[src/rtl/mult_pkg.sv]
// Shared types and widths for the multiplier dispatcher.
package mult_pkg;

  localparam int OP_W   = 4;
  localparam int PROD_W = 8;
  localparam int ACC_W  = 12;

  typedef logic [OP_W-1:0]   op_t;
  typedef logic [PROD_W-1:0] prod_t;
  typedef logic [ACC_W-1:0]  acc_t;

  typedef enum logic [2:0] {
    IDLE,
    ISSUE,
    WAIT_BUSY,
    WAIT_DONE,
    HOLD,
    ERROR
  } state_t;

endpackage

[src/rtl/mult_dispatch_if.sv]
// Operand, multiplier and result signals of mult_dispatch; the block uses the slave view.
// acc_sum exists only when MULT_DISPATCH_ACCUM_EN is defined.
interface mult_dispatch_if;
  import mult_pkg::*;

  logic  in_valid;
  logic  in_ready;
  op_t   in_m;
  op_t   in_n;
  logic  mult_start;
  op_t   mult_m;
  op_t   mult_n;
  logic  mult_busy;
  prod_t mult_prod;
  logic  out_valid;
  logic  out_ready;
  prod_t out_prod;
  logic  err;
`ifdef MULT_DISPATCH_ACCUM_EN
  acc_t  acc_sum;
`endif

  modport slave (
    input  in_valid, in_m, in_n, mult_busy, mult_prod, out_ready,
    output in_ready, mult_start, mult_m, mult_n, out_valid, out_prod, err
`ifdef MULT_DISPATCH_ACCUM_EN
    , output acc_sum
`endif
  );

  modport master (
    output in_valid, in_m, in_n, mult_busy, mult_prod, out_ready,
    input  in_ready, mult_start, mult_m, mult_n, out_valid, out_prod, err
`ifdef MULT_DISPATCH_ACCUM_EN
    , input acc_sum
`endif
  );

endinterface

[src/rtl/mult_timeout_ctr.sv]
// Saturating cycle counter; expired is high in the LIMIT-th enabled cycle after a clear.
module mult_timeout_ctr #(
  parameter int LIMIT = 4
) (
  input  logic clk,
  input  logic rst,
  input  logic clear,
  input  logic enable,
  output logic expired
);

  localparam int CW = $clog2(LIMIT + 1);
  localparam logic [CW-1:0] LAST = CW'(LIMIT - 1);

  logic [CW-1:0] count;

  always_ff @(posedge clk or posedge rst) begin
    if (rst) begin
      count <= '0;
    end else if (clear) begin
      count <= '0;
    end else if (enable && (count != LAST)) begin
      count <= count + CW'(1);
    end
  end

  assign expired = enable && (count == LAST);

endmodule

[src/rtl/mult_dispatch.sv]
// Hands one operand pair at a time to an external shift-add multiplier and holds the product.
// Optional MULT_DISPATCH_ACCUM_EN adds a 12-bit running sum of delivered products (acc_sum).
module mult_dispatch
  import mult_pkg::*;
#(
  parameter int BUSY_TIMEOUT = 4,
  parameter int DONE_TIMEOUT = 32
) (
  input  logic           clk,
  input  logic           rst,
  mult_dispatch_if.slave bus
);

  state_t state_q, state_d;
  logic   load, capture, state_chg;
  logic   busy_expired, done_expired;
  op_t    m_q, n_q;
  prod_t  prod_q;

  always_ff @(posedge clk or posedge rst) begin
    if (rst) begin
      state_q <= IDLE;
    end else begin
      state_q <= state_d;
    end
  end

  always_comb begin
    state_d        = state_q;
    load           = 1'b0;
    capture        = 1'b0;
    bus.in_ready   = 1'b0;
    bus.mult_start = 1'b0;
    bus.out_valid  = 1'b0;
    bus.err        = 1'b0;
    case (state_q)
      IDLE: begin
        bus.in_ready = 1'b1;
        if (bus.in_valid) begin
          load    = 1'b1;
          state_d = ISSUE;
        end
      end
      ISSUE: begin
        bus.mult_start = 1'b1;
        state_d        = WAIT_BUSY;
      end
      WAIT_BUSY: begin
        if (bus.mult_busy) begin
          state_d = WAIT_DONE;
        end else if (busy_expired) begin
          state_d = ERROR;
        end
      end
      WAIT_DONE: begin
        // A falling busy in the last allowed cycle still counts as completion.
        if (!bus.mult_busy) begin
          capture = 1'b1;
          state_d = HOLD;
        end else if (done_expired) begin
          state_d = ERROR;
        end
      end
      HOLD: begin
        bus.out_valid = 1'b1;
        if (bus.out_ready) begin
          state_d = IDLE;
        end
      end
      ERROR: begin
        bus.err = 1'b1;
      end
      default: begin
        state_d = IDLE;
      end
    endcase
  end

  assign state_chg = (state_d != state_q);

  mult_timeout_ctr #(.LIMIT(BUSY_TIMEOUT)) u_busy_ctr (
    .clk     (clk),
    .rst     (rst),
    .clear   (state_chg),
    .enable  (state_q == WAIT_BUSY),
    .expired (busy_expired)
  );

  mult_timeout_ctr #(.LIMIT(DONE_TIMEOUT)) u_done_ctr (
    .clk     (clk),
    .rst     (rst),
    .clear   (state_chg),
    .enable  (state_q == WAIT_DONE),
    .expired (done_expired)
  );

  always_ff @(posedge clk or posedge rst) begin
    if (rst) begin
      m_q    <= '0;
      n_q    <= '0;
      prod_q <= '0;
    end else begin
      if (load) begin
        m_q <= bus.in_m;
        n_q <= bus.in_n;
      end
      if (capture) begin
        prod_q <= bus.mult_prod;
      end
    end
  end

  assign bus.mult_m   = m_q;
  assign bus.mult_n   = n_q;
  assign bus.out_prod = prod_q;

`ifdef MULT_DISPATCH_ACCUM_EN
  acc_t acc_q;

  always_ff @(posedge clk or posedge rst) begin
    if (rst) begin
      acc_q <= '0;
    end else if ((state_q == HOLD) && bus.out_ready) begin
      acc_q <= acc_q + acc_t'(prod_q);
    end
  end

  assign bus.acc_sum = acc_q;
`endif

endmodule

[src/flat_wrapper.sv]
// flat-port wrapper written by rule: the top's interface ports become plain ports
module mult_dispatch_flat import mult_pkg::*;
#(
  parameter int BUSY_TIMEOUT = 4,
  parameter int DONE_TIMEOUT = 32
)
  (clk, rst, bus_in_valid, bus_in_m, bus_in_n, bus_mult_busy, bus_mult_prod, bus_out_ready, bus_in_ready, bus_mult_start, bus_mult_m, bus_mult_n, bus_out_valid, bus_out_prod, bus_err);
  mult_dispatch_if bus_i ();
  input  logic clk;
  input  logic rst;
  input wire logic [$bits(bus_i.in_valid)-1:0] bus_in_valid;
  input wire logic [$bits(bus_i.in_m)-1:0] bus_in_m;
  input wire logic [$bits(bus_i.in_n)-1:0] bus_in_n;
  input wire logic [$bits(bus_i.mult_busy)-1:0] bus_mult_busy;
  input wire logic [$bits(bus_i.mult_prod)-1:0] bus_mult_prod;
  input wire logic [$bits(bus_i.out_ready)-1:0] bus_out_ready;
  output wire logic [$bits(bus_i.in_ready)-1:0] bus_in_ready;
  output wire logic [$bits(bus_i.mult_start)-1:0] bus_mult_start;
  output wire logic [$bits(bus_i.mult_m)-1:0] bus_mult_m;
  output wire logic [$bits(bus_i.mult_n)-1:0] bus_mult_n;
  output wire logic [$bits(bus_i.out_valid)-1:0] bus_out_valid;
  output wire logic [$bits(bus_i.out_prod)-1:0] bus_out_prod;
  output wire logic [$bits(bus_i.err)-1:0] bus_err;
  assign bus_i.in_valid = bus_in_valid;
  assign bus_i.in_m = bus_in_m;
  assign bus_i.in_n = bus_in_n;
  assign bus_i.mult_busy = bus_mult_busy;
  assign bus_i.mult_prod = bus_mult_prod;
  assign bus_i.out_ready = bus_out_ready;
  assign bus_in_ready = bus_i.in_ready;
  assign bus_mult_start = bus_i.mult_start;
  assign bus_mult_m = bus_i.mult_m;
  assign bus_mult_n = bus_i.mult_n;
  assign bus_out_valid = bus_i.out_valid;
  assign bus_out_prod = bus_i.out_prod;
  assign bus_err = bus_i.err;
  mult_dispatch #(.BUSY_TIMEOUT(BUSY_TIMEOUT), .DONE_TIMEOUT(DONE_TIMEOUT)) u_core (.clk(clk), .rst(rst), .bus(bus_i));
endmodule
[config.mk]
export PLATFORM = sky130hd
export DESIGN_NAME = mult_dispatch_flat
export DESIGN_NICKNAME = d
export VERILOG_FILES = /design/src/rtl/mult_pkg.sv /design/src/rtl/mult_dispatch_if.sv /design/src/rtl/mult_timeout_ctr.sv /design/src/rtl/mult_dispatch.sv /design/src/flat_wrapper.sv
export SDC_FILE = /design/constraint.sdc
export NUM_CORES = 1
export LEC_CHECK = 0
export CAP_MARGIN = 20
export CORE_MARGIN = 8
export CORE_UTILIZATION = 60
export DETAILED_ROUTE_END_ITERATION = 16
export DONT_BUFFER_PORTS = 1
export PLACE_DENSITY = 0.86
export REMOVE_ABC_BUFFERS = 1
export SYNTH_ARGS = -nofsm -noshare
export SYNTH_HDL_FRONTEND = slang
export SYNTH_SLANG_ARGS = --single-unit
[constraint.sdc]
create_clock -name clk -period 3.6 [get_ports clk]
set_clock_uncertainty 0.1 [all_clocks]
set_input_delay 0.72 -clock clk [delete_from_list [all_inputs] [get_ports clk]]
set_output_delay 0.72 -clock clk [all_outputs]
set_load 0.02 [all_outputs]
==> results.cfg <==
[timing]
clock.fmax_ghz = 0.412
final-setup-viol-count = 0
rsz0062_at_grt = no
min_period_over_period_pct = 67.5
finalCriticalPeriod_ns = 2.43
worst-slew-pin-transition_ns = 0.710
maxSlewHeadroom_pct = 52.3
drv_slew = 0
timing.setup.tns_ns = 0
worst_slack_ns = 1.17
final-hold-violation-count = 0

[synth]
synth-compound-area-share_pct = 8.19
synth_top_family_by_area = simple AND/OR/NAND/NOR gates
syn_area_per_cell_um2 = 12.1
simple_gate_share_of_the_synthesized_area_pct = 16.2
synth_fa_ha_area_share_pct = 2.76
postSynthRegisterBits = 28
synth.area.mux_share_pct = 15.5
synth.distinct_cells = 40
xor_xnor_share_of_the_synthesized_area_pct = 1.93
synth_area_um2 = 1360
yosysSeqAreaShare_pct = 51.5
synth.yosys.warnings = 0
synth_cells = 112

[detailed_routing]
drtIter0Drc = 85
highest-signal-layer = met4
drt.antenna.violating_nets = 0
met2WireLength_mm = 1.30
dr_total_vias = 855
total_detailed_routing_wirelength_mm = 2.59
wl_met1_mm = 1.04
met3RoutedLength_um = 206
wl_per_cell_um = 18.5
drt-vias-per-instance = 6.11
first_pass_iters = 2
drt_drc_violations_left = 0

[worst_setup_path]
timing.critical_path.to_type = primary output
path_buf_inv = 1
setup.worst_path.start_class = register
cp_data_required_time_ns = 2.78
slowest_stage = nor3_1
cp_max_fo = 12
critPathTopFamily = simple AND/OR/NAND/NOR gates
arrival_ns = 1.61
critical_path_class = reg2out
slowest_delay_ns = 0.59
crit_path_cell_trace = inv_1 -> nor3_1

[power_and_ir_drop]
power.leakage_nw = 0.647
peakVddDrop_uv = 748
power_density_over_cell_area_nw_per_um2 = 890

[global_routing]
grt_pass1_vias = 895
grt_first_pass_wirelength_mm = 4.24
initial_antenna_violation_count = 0
gr-usage-all-layers_pct = 13.0
maximum_number_of_pins_on_one_net_before_global_route_repair = 29
globalRouteOverflowTotal = 0

[cells_and_area]
synthToLayoutAreaGrowth_pct = 5.89
final.fill_count = 164
final_layout_size_suffix_gt1_share_pct = 25.0
antenna_cells = 0
num-nets-final = 137

[place]
placement.io_buffers = 0
dp_worst_setup_slack_ns = 1.41
globalplace.congestion = 0.772
detailed_place_hpwl_mm = 1.99

[die]
die_width_um = 63.6
pin_count = 41
initial_core_util_pct = 62.7
die_area_um2 = 4050
std_cell_rows = 17
placeableCoreArea_um2 = 2170
dieHeight_um = 63.6

[clocking]
ctsLongestPathBuffers = 2
clock_sink_count = 28
clkSlewWorstSetupHoldPaths_ns = 0.14
post_cts_hold_buffer_count = 0
cts-resized-gates = 0
cts.htree.levels = 1
clock_insertion_delay_worst_skew_ns = 0.33
clock-root-buffer = clkbuf_4
clock_tree_from_tritoncts = yes
cts_inserted_buffers = 3
post_cts.repair.setup_buffers = 0

[hold_path]
hold_path_class = in2async

[outcome]
outcome = complete, no violations

[run]
drv_cap = 0
==> cell type report <==
class | count | area, µm² | share of cell area (%)
flip-flops and latches | 28 | 701 | 48.7
multi-input cells | 74 | 606 | 42.1
well taps | 28 | 35.0 | 2.43
clock inverters | 1 | 30.0 | 2.09
repair buffers | 1 | 27.5 | 1.91
clock buffers | 3 | 22.5 | 1.56
inverters | 5 | 18.8 | 1.30
==> through the flow <==
| step | hold WS (ns) | total power, W | instances | util, % | area, µm² |
|---|---|---|---|---|---|
| 6_report | 0.0806 | 0.00128 | 140 | 66.4 | 1440 |
| 3_5_place_dp | 0.437 | 0.00108 | 135 | 62.7 | 1360 |
| 3_3_place_gp | 0.409 | 0.00105 | 135 | 62.7 | 1360 |
| 2_1_floorplan | 0.390 | 0.000986 | 107 | - | 1330 |
| 5_1_grt | 0.0691 | 0.00135 | 140 | 66.4 | 1440 |
| 4_1_cts | 0.420 | 0.00129 | 139 | 65.1 | 1410 |
==> layer usage <==
| metal | vias up | track usage, % |
|---|---|---|
| met5 | - | 0 |
| met2 | 25 | 21.9 |
| met4 | 0 | 5.85 |
| li1 | 398 | - |
| met1 | 426 | 13.9 |
| met3 | 6 | 5.12 |
==> where the power goes <==
group | switching [W] | internal, W | total [W]
Clock | 0.0000915 | 0.000113 | 0.000204
Sequential | 0.000249 | 0.000438 | 0.000688
Combinational | 0.000193 | 0.000196 | 0.000389
==> flip-flops by register name (all words and copies together), names as in the netlist <==
signal / count
u_core.u_busy_ctr.count: 3
u_core.bus.mult_n: 4
u_core.bus.out_prod: 8
u_core.state_q: 3
u_core.bus.mult_m: 4
u_core.u_done_ctr.count: 6
==> kinds of logic (layout without fill, tap and decap cells) <==
logic type | Yosys count | in the layout
AOI/OAI and AO/OA | 14 | 14
xor gates and xnor gates | 3 | 3
adders and majority gates | 3 | 3
buffers and inverters | 10 | 10
DFF | 28 | 28
muxes | 19 | 19
and+or+nand+nor | 35 | 35
==> cells in the mapped netlist <==
library cell / n / share of area, %
a211o_1: 1 / 0.64
a211oi_1: 2 / 1.1
a21boi_0: 1 / 0.55
a21o_1: 1 / 0.55
a21o_2: 1 / 0.64
a21oi_1: 2 / 0.74
a21oi_2: 1 / 0.64
a221oi_1: 1 / 0.64
a311oi_1: 1 / 0.64
and2_1: 1 / 0.46
and3_1: 2 / 0.92
and3b_1: 1 / 0.64
and4b_1: 2 / 1.5
buf_2: 1 / 0.37
buf_4: 2 / 1.1
buf_6: 1 / 0.83
clkbuf_1: 1 / 0.28
dfrtp_1: 28 / 52
ha_1: 3 / 2.8
inv_1: 5 / 1.4
mux2_2: 16 / 13
mux2i_1: 3 / 2.2
nand2_1: 2 / 0.55
nand2b_1: 1 / 0.46
nand3_1: 1 / 0.37
nand3b_1: 1 / 0.55
nand3b_4: 1 / 1.5
nand4_1: 2 / 0.92
nor2_1: 11 / 3.0
nor2_4: 1 / 0.83
nor2b_1: 2 / 0.92
nor3_1: 4 / 1.5
nor4b_1: 1 / 0.64
o21a_1: 1 / 0.55
o21ai_1: 1 / 0.37
o2bb2ai_2: 1 / 1.1
or2b_2: 1 / 0.64
or4_4: 1 / 0.83
xnor2_1: 2 / 1.3
xor2_1: 1 / 0.64
==> worst reg2reg max path: stages, from the launching register on <==
cell and delay [ns]:
dfrtp_1 0.55, nor3_1 0.65, and2_1 0.44, mux2_2 0.39
==> placed cells by master (no fill, tap or decap) <==
master and n:
dfrtp_1 28, mux2_2 16, nor2_1 11, inv_1 5
nor3_1 4, mux2i_1 3, ha_1 3, clkbuf_4 3
and3_1 2, and4b_1 2, nor2b_1 2, xnor2_1 2
a21oi_1 2, a211oi_1 2, nand2_1 2, nand4_1 2
nand3b_1 1, nor2_4 1, and2_1 1, or2b_2 1
o2bb2ai_2 1, o21ai_1 1, nor4b_1 1, a21boi_0 1
or4_4 1, nand3b_4 1, a21o_1 1, xor2_1 1
and3b_1 1, a311oi_1 1, nand3_1 1, nand2b_1 1
o21a_1 1, a21o_2 1, a221oi_1 1, a211o_1 1
a21oi_2 1, bufinv_16 1, buf_16 1
==> path summary, 6_finish.rpt <==
check / startpoint / end / slack, ns / cells after the start
max: u_core.state_q[2] / bus_out_valid / 1.17 / 2
min in group clk: bus_mult_prod[2] / u_core.bus.out_prod[2] / 0.42 / 1
max reg2reg: u_core.state_q[1] / u_core.bus.mult_m[1] / 1.39 / 3
max in group asynchronous: rst / u_core.u_busy_ctr.count[2] / 2.92 / 2
min reg2reg: u_core.u_busy_ctr.count[1] / u_core.u_busy_ctr.count[1] / 0.47 / 2
min: rst / u_core.bus.out_prod[7] / 0.08 / 1
No activity file was read; power rests on OpenSTA's default activity.
